<file path="src/rtl/mem_arbiter.sv">
// rtl/mem_arbiter.sv - round-robin N-port front end for the single-port line memory
//
// Grants one upstream cache-miss port at a time, forwards its line read or
// eviction write to memory, and routes the completion back to that port.
// Only one line transaction is outstanding at any time.
//
// Ports:
//   clk, reset        clock (rising edge), asynchronous active-low reset
//   up_req/up_store   per-port request level and store flag (1 = eviction write)
//   up_addr/up_data   per-port line address / eviction data, port p at [p*W +: W]
//   up_fill           one-hot, one-cycle completion pulse to the owning port
//   up_fill_data/addr broadcast fill line and address, valid while up_fill != 0
//   mem_req/store     downstream request level and store flag
//   mem_addr/data     downstream address and eviction data
//   mem_fill          memory completion pulse (loads and stores)
//   mem_fill_data/addr returned line and address
//   err_status        sticky: [0] addr mismatch, [1] spurious fill, [2] timeout

module mem_arbiter #(
    parameter int NUM_PORTS      = 2,
    parameter int ADDR_WIDTH     = 32,
    parameter int LINE_WIDTH     = 128,
    parameter int TIMEOUT_CYCLES = 0
) (
    input  logic                             clk,
    input  logic                             reset,
    input  logic [NUM_PORTS-1:0]             up_req,
    input  logic [NUM_PORTS-1:0]             up_store,
    input  logic [NUM_PORTS*ADDR_WIDTH-1:0]  up_addr,
    input  logic [NUM_PORTS*LINE_WIDTH-1:0]  up_data,
    output logic [NUM_PORTS-1:0]             up_fill,
    output logic [LINE_WIDTH-1:0]            up_fill_data,
    output logic [ADDR_WIDTH-1:0]            up_fill_addr,
    output logic                             mem_req,
    output logic                             mem_store,
    output logic [ADDR_WIDTH-1:0]            mem_addr,
    output logic [LINE_WIDTH-1:0]            mem_data,
    input  logic                             mem_fill,
    input  logic [LINE_WIDTH-1:0]            mem_fill_data,
    input  logic [ADDR_WIDTH-1:0]            mem_fill_addr,
    output logic [2:0]                       err_status
);

    localparam int PW = $clog2(NUM_PORTS);
    localparam int TW = (TIMEOUT_CYCLES > 0) ? $clog2(TIMEOUT_CYCLES + 1) : 1;
    localparam bit WDOG_EN = (TIMEOUT_CYCLES > 0);
    localparam logic [TW-1:0] TMO_MAX   = TW'(TIMEOUT_CYCLES);
    localparam logic [PW-1:0] LAST_PORT = PW'(NUM_PORTS - 1);

    typedef enum logic [1:0] {
        ST_IDLE = 2'd0,
        ST_WAIT = 2'd1,
        ST_RESP = 2'd2
    } state_t;

    state_t                 state_q;
    state_t                 state_d;
    logic [PW-1:0]          rr_ptr_q;
    logic [PW-1:0]          owner_q;
    logic                   store_q;
    logic [ADDR_WIDTH-1:0]  addr_q;
    logic [LINE_WIDTH-1:0]  data_q;
    logic [LINE_WIDTH-1:0]  fill_data_q;
    logic [ADDR_WIDTH-1:0]  fill_addr_q;
    logic [2:0]             err_q;
    logic [TW-1:0]          tmo_cnt_q;

    logic                   grant_valid;
    logic [PW-1:0]          grant_idx;

    // Cyclic search for the first requester at or after rr_ptr. The candidate
    // index wraps explicitly so non-power-of-two port counts never land on a
    // nonexistent port.
    always_comb begin
        int cand;
        cand        = 0;
        grant_valid = 1'b0;
        grant_idx   = '0;
        for (int i = 0; i < NUM_PORTS; i++) begin
            cand = int'(rr_ptr_q) + i;
            if (cand >= NUM_PORTS) begin
                cand = cand - NUM_PORTS;
            end
            if (!grant_valid && up_req[PW'(cand)]) begin
                grant_valid = 1'b1;
                grant_idx   = PW'(cand);
            end
        end
    end

    // Next-state and state-decoded outputs.
    always_comb begin
        state_d = state_q;
        mem_req = 1'b0;
        up_fill = '0;
        case (state_q)
            ST_IDLE: begin
                if (grant_valid) begin
                    state_d = ST_WAIT;
                end
            end
            ST_WAIT: begin
                mem_req = 1'b1;
                if (mem_fill) begin
                    state_d = ST_RESP;
                end
            end
            ST_RESP: begin
                up_fill[owner_q] = 1'b1;
                state_d          = ST_IDLE;
            end
            default: begin
                state_d = ST_IDLE;
            end
        endcase
    end

    always_ff @(posedge clk or negedge reset) begin
        if (!reset) begin
            state_q <= ST_IDLE;
        end else begin
            state_q <= state_d;
        end
    end

    // Transaction datapath, round-robin pointer, error flags and watchdog.
    always_ff @(posedge clk or negedge reset) begin
        if (!reset) begin
            rr_ptr_q    <= '0;
            owner_q     <= '0;
            store_q     <= 1'b0;
            addr_q      <= '0;
            data_q      <= '0;
            fill_data_q <= '0;
            fill_addr_q <= '0;
            err_q       <= '0;
            tmo_cnt_q   <= '0;
        end else begin
            case (state_q)
                ST_IDLE: begin
                    if (grant_valid) begin
                        owner_q   <= grant_idx;
                        store_q   <= up_store[grant_idx];
                        addr_q    <= up_addr[grant_idx*ADDR_WIDTH +: ADDR_WIDTH];
                        data_q    <= up_data[grant_idx*LINE_WIDTH +: LINE_WIDTH];
                        tmo_cnt_q <= '0;
                    end
                    if (mem_fill) begin
                        err_q[1] <= 1'b1;
                    end
                end
                ST_WAIT: begin
                    if (mem_fill) begin
                        fill_data_q <= mem_fill_data;
                        fill_addr_q <= mem_fill_addr;
                        // A mismatched fill is still delivered; it is only flagged.
                        if (mem_fill_addr != addr_q) begin
                            err_q[0] <= 1'b1;
                        end
                    end else if (WDOG_EN && (tmo_cnt_q != TMO_MAX)) begin
                        // Saturating count; the FSM never aborts, it only flags.
                        tmo_cnt_q <= tmo_cnt_q + TW'(1);
                        if ((tmo_cnt_q + TW'(1)) == TMO_MAX) begin
                            err_q[2] <= 1'b1;
                        end
                    end
                end
                ST_RESP: begin
                    rr_ptr_q <= (owner_q == LAST_PORT) ? '0 : owner_q + 1'b1;
                    if (mem_fill) begin
                        err_q[1] <= 1'b1;
                    end
                end
                default: begin
                end
            endcase
        end
    end

    assign mem_store    = store_q;
    assign mem_addr     = addr_q;
    assign mem_data     = data_q;
    assign up_fill_data = fill_data_q;
    assign up_fill_addr = fill_addr_q;
    assign err_status   = err_q;

endmodule

</file>
<file path="config.mk">
export PLATFORM = sky130hd
export DESIGN_NAME = mem_arbiter
export DESIGN_NICKNAME = d
export VERILOG_FILES = /design/src/rtl/mem_arbiter.sv
export SDC_FILE = /design/constraint.sdc
export NUM_CORES = 1
export LEC_CHECK = 0
export ABC_AREA = 1
export CAP_MARGIN = 5
export CORE_AREA = 4 4 312 314
export DETAILED_ROUTE_END_ITERATION = 10
export DIE_AREA = 0 0 316 318
export GPL_TIMING_DRIVEN = 0
export PLACE_DENSITY = 0.35
export SLEW_MARGIN = 15
export SYNTH_ARGS = -nofsm -noshare
export SYNTH_HDL_FRONTEND = slang
export SYNTH_SLANG_ARGS = --single-unit
</file>
<file path="constraint.sdc">
create_clock -name clk -period 1.6 [get_ports clk]
set_clock_uncertainty 0.1 [all_clocks]
set_input_delay 0.32 -clock clk [delete_from_list [all_inputs] [get_ports clk]]
set_output_delay 0.32 -clock clk [all_outputs]
set_load 0.005 [all_outputs]
</file>
==> metrics.md, run 1 <==
| Metric | Value |
|---|---|
| Largest net degree at the start of global routing | `87` |
| TritonCTS clock tree | `built` |
| Io pins | `814` |
| Max FO, Critical Path | `4` |
| Final Hold Fails | `0` |
| Minimum clock period | `1.79 ns` |
| Routed WL per cell | `23.2 um` |
| Worst-path clk slew | `about 0.06 ns` |
| Power Density | `1710 nW/um^2` |
| Worst-case reg-to-reg path depth | `8` |
| Tcrit/Tclk final | `112%` |
| Starting DRT DRC Count | `~690` |
| Die ar. | `100000 sq um` |
| Register area | `8200 sq um` |
| DRT Pass-1 Iters | `4` |
| Initial Utilization | `roughly 15%` |
| Critical path class | `flip-flop to output port` |
| Worst Path Required | `approximately 1.2 ns` |
| FF+latch count, synth | `around 330` |
| FILL cells | `9955` |
| Layout area overhead | `111%` |
| Max Slew Vio Count | `0` |
| CP Capture Type | `output port` |
| XOR/XNOR share of the synthesized area | `1.45%` |
| Vias post-DR | `15.7k` |
| Compound-gate portion of the synthesized area | `12.2%` |
| Final non-filler cell total | `3990` |
| Crit start category | `flip-flop` |
| Largest family of logic cells by synthesized area | `simple AND/OR/NAND/NOR gates` |
| Sequential area share after synthesis | `between 50% and 60%` |
| Syn_nets | `2146` |
| Synth Instances | `1659` |
| Total clock sinks | `around 330` |
| R2R Setup Slk | `-0.13 ns` |
| Min setup slack post-route | `-0.192 ns` |
| Vias in the first global route | `16.6k` |
| Synth cell types | `19` |
| Most used DFF post-synth | `dfrtp_1` |
| Placer Congestion | `about 0.82` |
| Htree depth | `2` |
| Mapped Area | `about 14000 sq um` |
| Cell row count | `113` |
| Vias per inst | `a little under 4` |
| RR Startpoint | `mem_addr[16]$_DFFE_PN0P_` |
| R2r endpoint | `err_status[0]$_DFFE_PN0P_` |
| Async SR Flop Fraction | `100%` |
| Leakage | `12.8 nW` |
| Clock latency on the worst-skew pair | `0.58 ns` |
| Final Setup Violations | `199` |
| Initial antenna violation count | `32` |
| EDFF count, synth | `0` |
| Critical path arrival | `1.37 ns` |
| Share of post-route cells with drive strength above 1 | `42.1%` |
| Dpl cells | `3739` |
| Status | `finished, violations left` |
| Total power | `around 50 mW` |
| DIE WIDTH | `316 um` |
| Synth Area in Adders | `0%` |
| Commonest cells in the netlist | `nand2_1 (666), dfrtp_1 (327), a21oi_1 (305), nor2_1 (173), buf_2 (69)` |
| Remaining Overflow, GRT | `0` |
| Leading area contributor after synthesis | `dfrtp_1` |
| Nets | `~3.2k` |
| Buffers on Ports | `roughly 810` |
| # Max-Cap Violations | `0` |
| Total Neg Setup Slack | `-6.78 ns` |
| Post-DP HPWL | `about 68000 um` |
| Most used standard cell by instance count after synthesis | `nand2_1` |
| Max Freq | `approximately 560 MHz` |
| Relative slew margins | `65.6%` |
| Yosys top cell area share | `a little under 60%` |
| Worst-Margin Slew | `0.516 ns` |
| Peak VDD IR | `0.668 mV` |
| Clk root buf | `clkbuf_16` |
| Critical Path Source | `state_q[1]$_DFFE_PN0P_` |
| # DRC | `0` |
| TritonCTS Buffers | `47` |
| Post-Synth Simple-Gate Area | `22.9%` |
| Yosys warning count | `1` |
| Die H | `between 300 and 400 um` |
| Synth area leaders | `dfrtp_1 (59%), nand2_1 (18%), a21oi_1 (11%)` |
| GRT Total Usage | `17.0%` |
| RSZ-0062 raised after global routing | `yes` |
| Area of the multi-input gates | `7500 sq um` |
| CP endpoint | `up_fill[1]` |
| Failing checks | `negative setup slack` |
| Post-Route WL | `92600 um` |
| Clock buffer depth | `3` |
| Post-synthesis mux area share | `0%` |
| Worst Hold Class | `primary input to asynchronous set/reset pin` |
| Pre-CTS setup slack | `-1.22 ns` |
| Synthesized area per cell | `8.36 sq um` |
| First-pass GRT wire length | `between 100000 and 150000 um` |
| Post-DRT Antenna Nets | `0` |
| Total core area | `94600 sq um` |
[worst min-delay path by stage]
stage	startpoint	to	slack, ns	cells after the start
floorplan	reset	err_status[0]$_DFFE_PN0P_	-0.08	0
global placement	err_status[0]$_DFFE_PN0P_	err_status[0]$_DFFE_PN0P_	0.36	2
detailed placement	reset	up_fill_data[51]$_DFFE_PN0P_	0.11	1
CTS	reset	up_fill_data[75]$_DFFE_PN0P_	0.07	2
global route	reset	up_fill_data[51]$_DFFE_PN0P_	0.1	2
finish	reset	up_fill_data[66]$_DFFE_PN0P_	0.11	2
[power by group]
part	internal, mW	switching, mW	total [mW]
logic	12.0	12.2	24.2
clock network	6.34	4.09	10.4
registers	12.5	3.02	15.5
[per-stage QoR]
step / utilization (%) / hold WS [ns] / area, sq um
4_1_cts: 28.2 / 0.0708 / 26600
6_report: 31.0 / 0.114 / 29300
2_1_floorplan: - / -0.0756 / 13900
3_5_place_dp: 25.0 / 0.111 / 23700
5_1_grt: 31.0 / 0.0997 / 29300
3_3_place_gp: 24.9 / 0.360 / 23600
[area by class of cell]
| class | instances | area share (%) |
|---|---|---|
| timing repair buffer | 969 | 30.9 |
| sequential | 327 | 28.0 |
| multi-input combinational | 1202 | 25.6 |
| tap | 1265 | 5.40 |
| clock buffer | 73 | 4.83 |
| buffer | 99 | 4.33 |
| inverter | 26 | 0.448 |
| clock inverter | 8 | 0.316 |
| antenna | 20 | 0.171 |
| timing repair inverter | 1 | 0.0384 |
[cells in the final DEF, fill, tap and decap left out, types with 2 or more instances in the layout]
| cell | netlist | final |
|---|---|---|
| nor2_1 | 173 | 57 |
| a21oi_2 | 0 | 205 |
| clkbuf_2 | 0 | 8 |
| buf_16 | 0 | 19 |
| dfrtp_2 | 0 | 12 |
| nand2_1 | 666 | 576 |
| clkbuf_4 | 0 | 10 |
| o22ai_2 | 0 | 9 |
| clkdlybuf4s50_1 | 0 | 484 |
| a21oi_1 | 305 | 56 |
| dfrtp_1 | 327 | 315 |
| clkinv_2 | 0 | 5 |
| nand2_2 | 2 | 74 |
| clkbuf_1 | 21 | 14 |
| a21oi_4 | 0 | 44 |
| xnor2_1 | 23 | 22 |
| diode_2 | 0 | 20 |
| nand2_4 | 0 | 17 |
| buf_8 | 0 | 28 |
| inv_2 | 4 | 2 |
| buf_4 | 11 | 100 |
| bufinv_16 | 0 | 2 |
| clkbuf_8 | 0 | 10 |
| clkbuf_16 | 0 | 77 |
| buf_2 | 69 | 290 |
| buf_6 | 0 | 54 |
| o21ai_0 | 19 | 16 |
| o21ai_1 | 0 | 2 |
| inv_1 | 22 | 21 |
| buf_12 | 0 | 46 |
| nor2_4 | 0 | 92 |
| nor2_2 | 1 | 25 |
[what timing repair did]
item | in CTS | in global routing
endpoints found under the hold margin | 166 | 0
pin swaps | 37 | 50
endpoints found under the setup margin | 651 | 465
resized for setup | 1793 | 588
buffers inserted | 100 | 17
hold buffers | 1 | 0
cloned | 20 | 26
[routing by layer]
layer / share of wire, % / track usage (%)
met3: 9.7 / 7.06
met1: 38 / 19.2
met5: 0.14 / 0
met2: 50 / 29.8
met4: 2.4 / 4.17
[sequential cells by signal, summed over array words and instances, names as in the netlist]
signal and count:
err_status 2, mem_addr 32, mem_data 128, mem_store 1, owner_q 1, rr_ptr_q 1, state_q 2, up_fill_addr 32
up_fill_data 128
[cells by family after synthesis]
family                    Yosys count
and+or+nand+nor                   843
AOI/OAI and AO/OA                 335
DFF                               327
buffers and inverters             130
xor gates and xnor gates           23
other                               1
[critical path: stages (launching register included)]
cell     delay [ns]
dfrtp_2        0.45
nand2_4        0.10
nor2_4         0.13
buf_6          0.11
Power figures use the tool's default switching activity.
==> run 2: changes to the inputs <==
--- a/config.mk
+++ b/config.mk
@@ -12,7 +12,6 @@
 export DIE_AREA = 0 0 316 318
 export GPL_TIMING_DRIVEN = 0
 export PLACE_DENSITY = 0.35
-export SLEW_MARGIN = 15
 export SYNTH_ARGS = -nofsm -noshare
 export SYNTH_HDL_FRONTEND = slang
 export SYNTH_SLANG_ARGS = --single-unit
==> metrics.md, run 2 (synthesis results as in run 1) <==
| Metric | Value |
|---|---|
| Vias in the first global route | `16.2k (-2.5%)` |
| Starting DRT DRC Count | `618 (-10%)` |
| WHS | `-0.437 ns (-0.552 ns)` |
| Met1 usage in global routing | `18.4% (-0.81 points)` |
| Total clock sinks | `327 (unchanged)` |
| Share of post-route cells with drive strength above 1 | `24.4% (-18 points)` |
| Vias per inst | `3.88 (-1.7%)` |
| GRT Total Usage | `16.6% (-0.48 points)` |
| Nets | `3126 (-1.1%)` |
| Die ar. | `100000 sq um (unchanged)` |
| Met2 usage | `29.2% (-0.61 points)` |
| Largest net degree at the start of global routing | `97 (+11%)` |
| Internal | `29.0 mW (-6.1%)` |
| Post-Route WL | `87000 um (-6.0%)` |
| Placer Congestion | `0.824 (unchanged)` |
| Die H | `318 um (unchanged)` |
| Vias post-DR | `15.3k (-2.5%)` |
| Post-route cell area | `25600 sq um (-13%)` |
| Critical path, cell by cell | `inv_4 > nand2_4 > nor2_4 > buf_6` |
| Clock buffer depth | `3 (unchanged)` |
| Combinational Power Share | `44.1% (-4.2 points)` |
| GRT met3 Usage | `6.86% (-0.20 points)` |
| Worst-path clk slew | `0.05 ns (about the same)` |
| Max FO, Critical Path | `5 (+1)` |
| Switching share of total power | `36.9% (-1.6 points)` |
| Critical path arrival | `1.37 ns (about the same)` |
| Initial Utilization | `14.7% (unchanged)` |
| Clock latency on the worst-skew pair | `0.61 ns (+0.03 ns)` |
| Post-DRT Antenna Nets | `0 (unchanged)` |
| Layout area overhead | `84.9%` |
| Final Hold Fails | `60 (+60)` |
| CP Capture Type | `output port` |
| Power Density | `1790 nW/um^2 (+4.7%)` |
| Cell row count | `113 (unchanged)` |
| Crit start category | `flip-flop` |
| Clock power frac | `23.1% (+2.3 points)` |
| Remaining Overflow, GRT | `0 (unchanged)` |
| Min setup slack post-route | `-0.191 ns (+0.00154 ns)` |
| Max Freq | `558 MHz (about the same)` |
| # Max-Cap Violations | `0 (unchanged)` |
| Final Setup Violations | `33 (-83%)` |
| DIE WIDTH | `316 um (unchanged)` |
| # DRC | `0 (unchanged)` |
| DRT Pass-1 Iters | `4 (unchanged)` |
| Commonest non-fill, non-tap cells in the layout | `nand2_1 (660), clkdlybuf4s50_1 (484), dfrtp_1 (317)` |
| Clk root buf | `clkbuf_16` |
| TritonCTS clock tree | `built` |
| Minimum clock period | `1.79 ns (-0.00154 ns)` |
| P_sw | `17.0 mW (-12%)` |
| RSZ-0062 raised after global routing | `yes` |
| Total core area | `94600 sq um (unchanged)` |
| Relative slew margins | `57.3% (-8.3 points)` |
| TritonCTS Buffers | `48 (+2.1%)` |
| Worst-Margin Slew | `0.641 ns (+0.124 ns)` |
| Global route hottest layer | `met2` |
| Top delay family on crit path | `flip-flops` |
| Buffers on Ports | `811 (unchanged)` |
| Initial antenna violation count | `38 (+19%)` |
| Peak VDD IR | `0.766 mV (+15%)` |
| Tcrit/Tclk final | `112% (about the same)` |
| Area post-placement | `23700 sq um (-0.12%)` |
| Commonest non-fill, non-tap cell in the layout | `nand2_1` |
| Io pins | `814 (unchanged)` |
| FILL cells | `10.2k (+2.9%)` |
| Worst Path Required | `1.18 ns (about the same)` |
| Buf/Inv on CP | `2 (+1)` |
| Htree depth | `2 (unchanged)` |
| Failing checks | `negative hold slack, negative setup slack` |
| Part of the power in registers | `32.8% (+1.9 points)` |
| Status | `finished, violations left` |
| Routed WL per cell | `22.0 um (-5.2%)` |
| Post-DP HPWL | `67900 um (-0.16%)` |
| Critical path's slowest cell | `dfrtp_1` |
| Leakage | `11.8 nW (-7.2%)` |
| Max Slew Vio Count | `0 (unchanged)` |
| Worst Hold Class | `primary input to asynchronous set/reset pin` |
| Area of the multi-input gates | `5200 sq um (-31%)` |
| Critical path class | `flip-flop to output port` |
| First-pass GRT wire length | `120000 um (-2.7%)` |
| Register area | `8200 sq um (about the same)` |
| Crit path largest cell delay | `0.39 ns (-0.06 ns)` |
| Total power | `45.9 mW (-8.5%)` |
## run 2: cell types whose count changed in the layout (fill, tap and decap cells not counted), sizes merged
cell and change:
buf -6, clkbuf -21, clkinvlp +1, diode -5
dlygate4sd3 -1, inv -2
## run 2: final timing paths
check,from,end,slack (ns),depth (start not counted)
worst max-delay path,state_q[0]$_DFFE_PN0P_,up_fill[1],-0.19,4
worst min-delay path,reset,up_fill_data[48]$_DFFE_PN0P_,-0.44,1
worst max register to register,mem_addr[16]$_DFFE_PN0P_,err_status[0]$_DFFE_PN0P_,-0.10,8
worst min register to register,up_fill_data[124]$_DFFE_PN0P_,up_fill_data[124]$_DFFE_PN0P_,0.37,2
max in group asynchronous,reset,mem_data[116]$_DFFE_PN0P_,0.38,3
min in group clk,up_data[214],mem_data[86]$_DFFE_PN0P_,0.16,3
## run 2: area by class of cell
type                            count  area share (%)
Inverter                           26           0.488
Antenna cell                       15           0.146
Tap cell                         1265            6.17
Clock buffer                       79            5.65
Multi-Input combinational cell   1202            20.3
Timing Repair Buffer              933            31.5
Sequential cell                   327            32.0
Buffer                            101            3.45
Clock inverter                      8           0.371
## run 2: worst reg2reg max path, stage by stage (launching register included)
cell and delay (ns):
dfrtp_2 0.45, xnor2_4 0.36, nand2_2 0.12, nor2_4 0.16, nand2_4 0.10, nor2_4 0.14
nand2_2 0.06, nand2_1 0.05, nand2_1 0.04
## run 2: repair_timing
item                                   4_1_cts  5_1_grt
gates cloned                                 1        2
setup endpoints to repair                  651      426
gates resized for setup                   1586       55
setup buffers                               93       23
endpoints found under the hold margin       60       60
pin swaps                                    3        6
## run 2: metal layers
metal / vias to the layer above / wire, um
met4: 26 / 2010
met3: 122 / 8640
met2: 590 / 42900
met5: - / 166
met1: 7320 / 33300
li1: 7273 / -
## run 2: power groups by stage
stage	Combinational, mW	Sequential, mW	Clock [mW]
floorplan	5.93	15.2	0
global placement	20.6	15.2	0
detailed placement	20.6	15.2	0
CTS	20.1	15.0	11.1
global route	22.3	15.6	11.4
finish	20.2	15.1	10.6
## run 2: metrics by stage
stage / setup TNS (ns) / instances / util [%] / hold slack (ns) / setup WS [ns]
2_1_floorplan: 0 / 1659 / - / -0.0756 / 0.294
3_3_place_gp: -5675.09 / 3735 / 24.9 / 0.360 / -16.73
3_5_place_dp: -253.19 / 3738 / 25.0 / 0.208 / -1.24
4_1_cts: -5.17 / 3918 / 26.7 / -0.473 / -0.301
5_1_grt: -17.26 / 3947 / 27.1 / -0.442 / -0.277
6_report: -0.968 / 3956 / 27.1 / -0.437 / -0.191
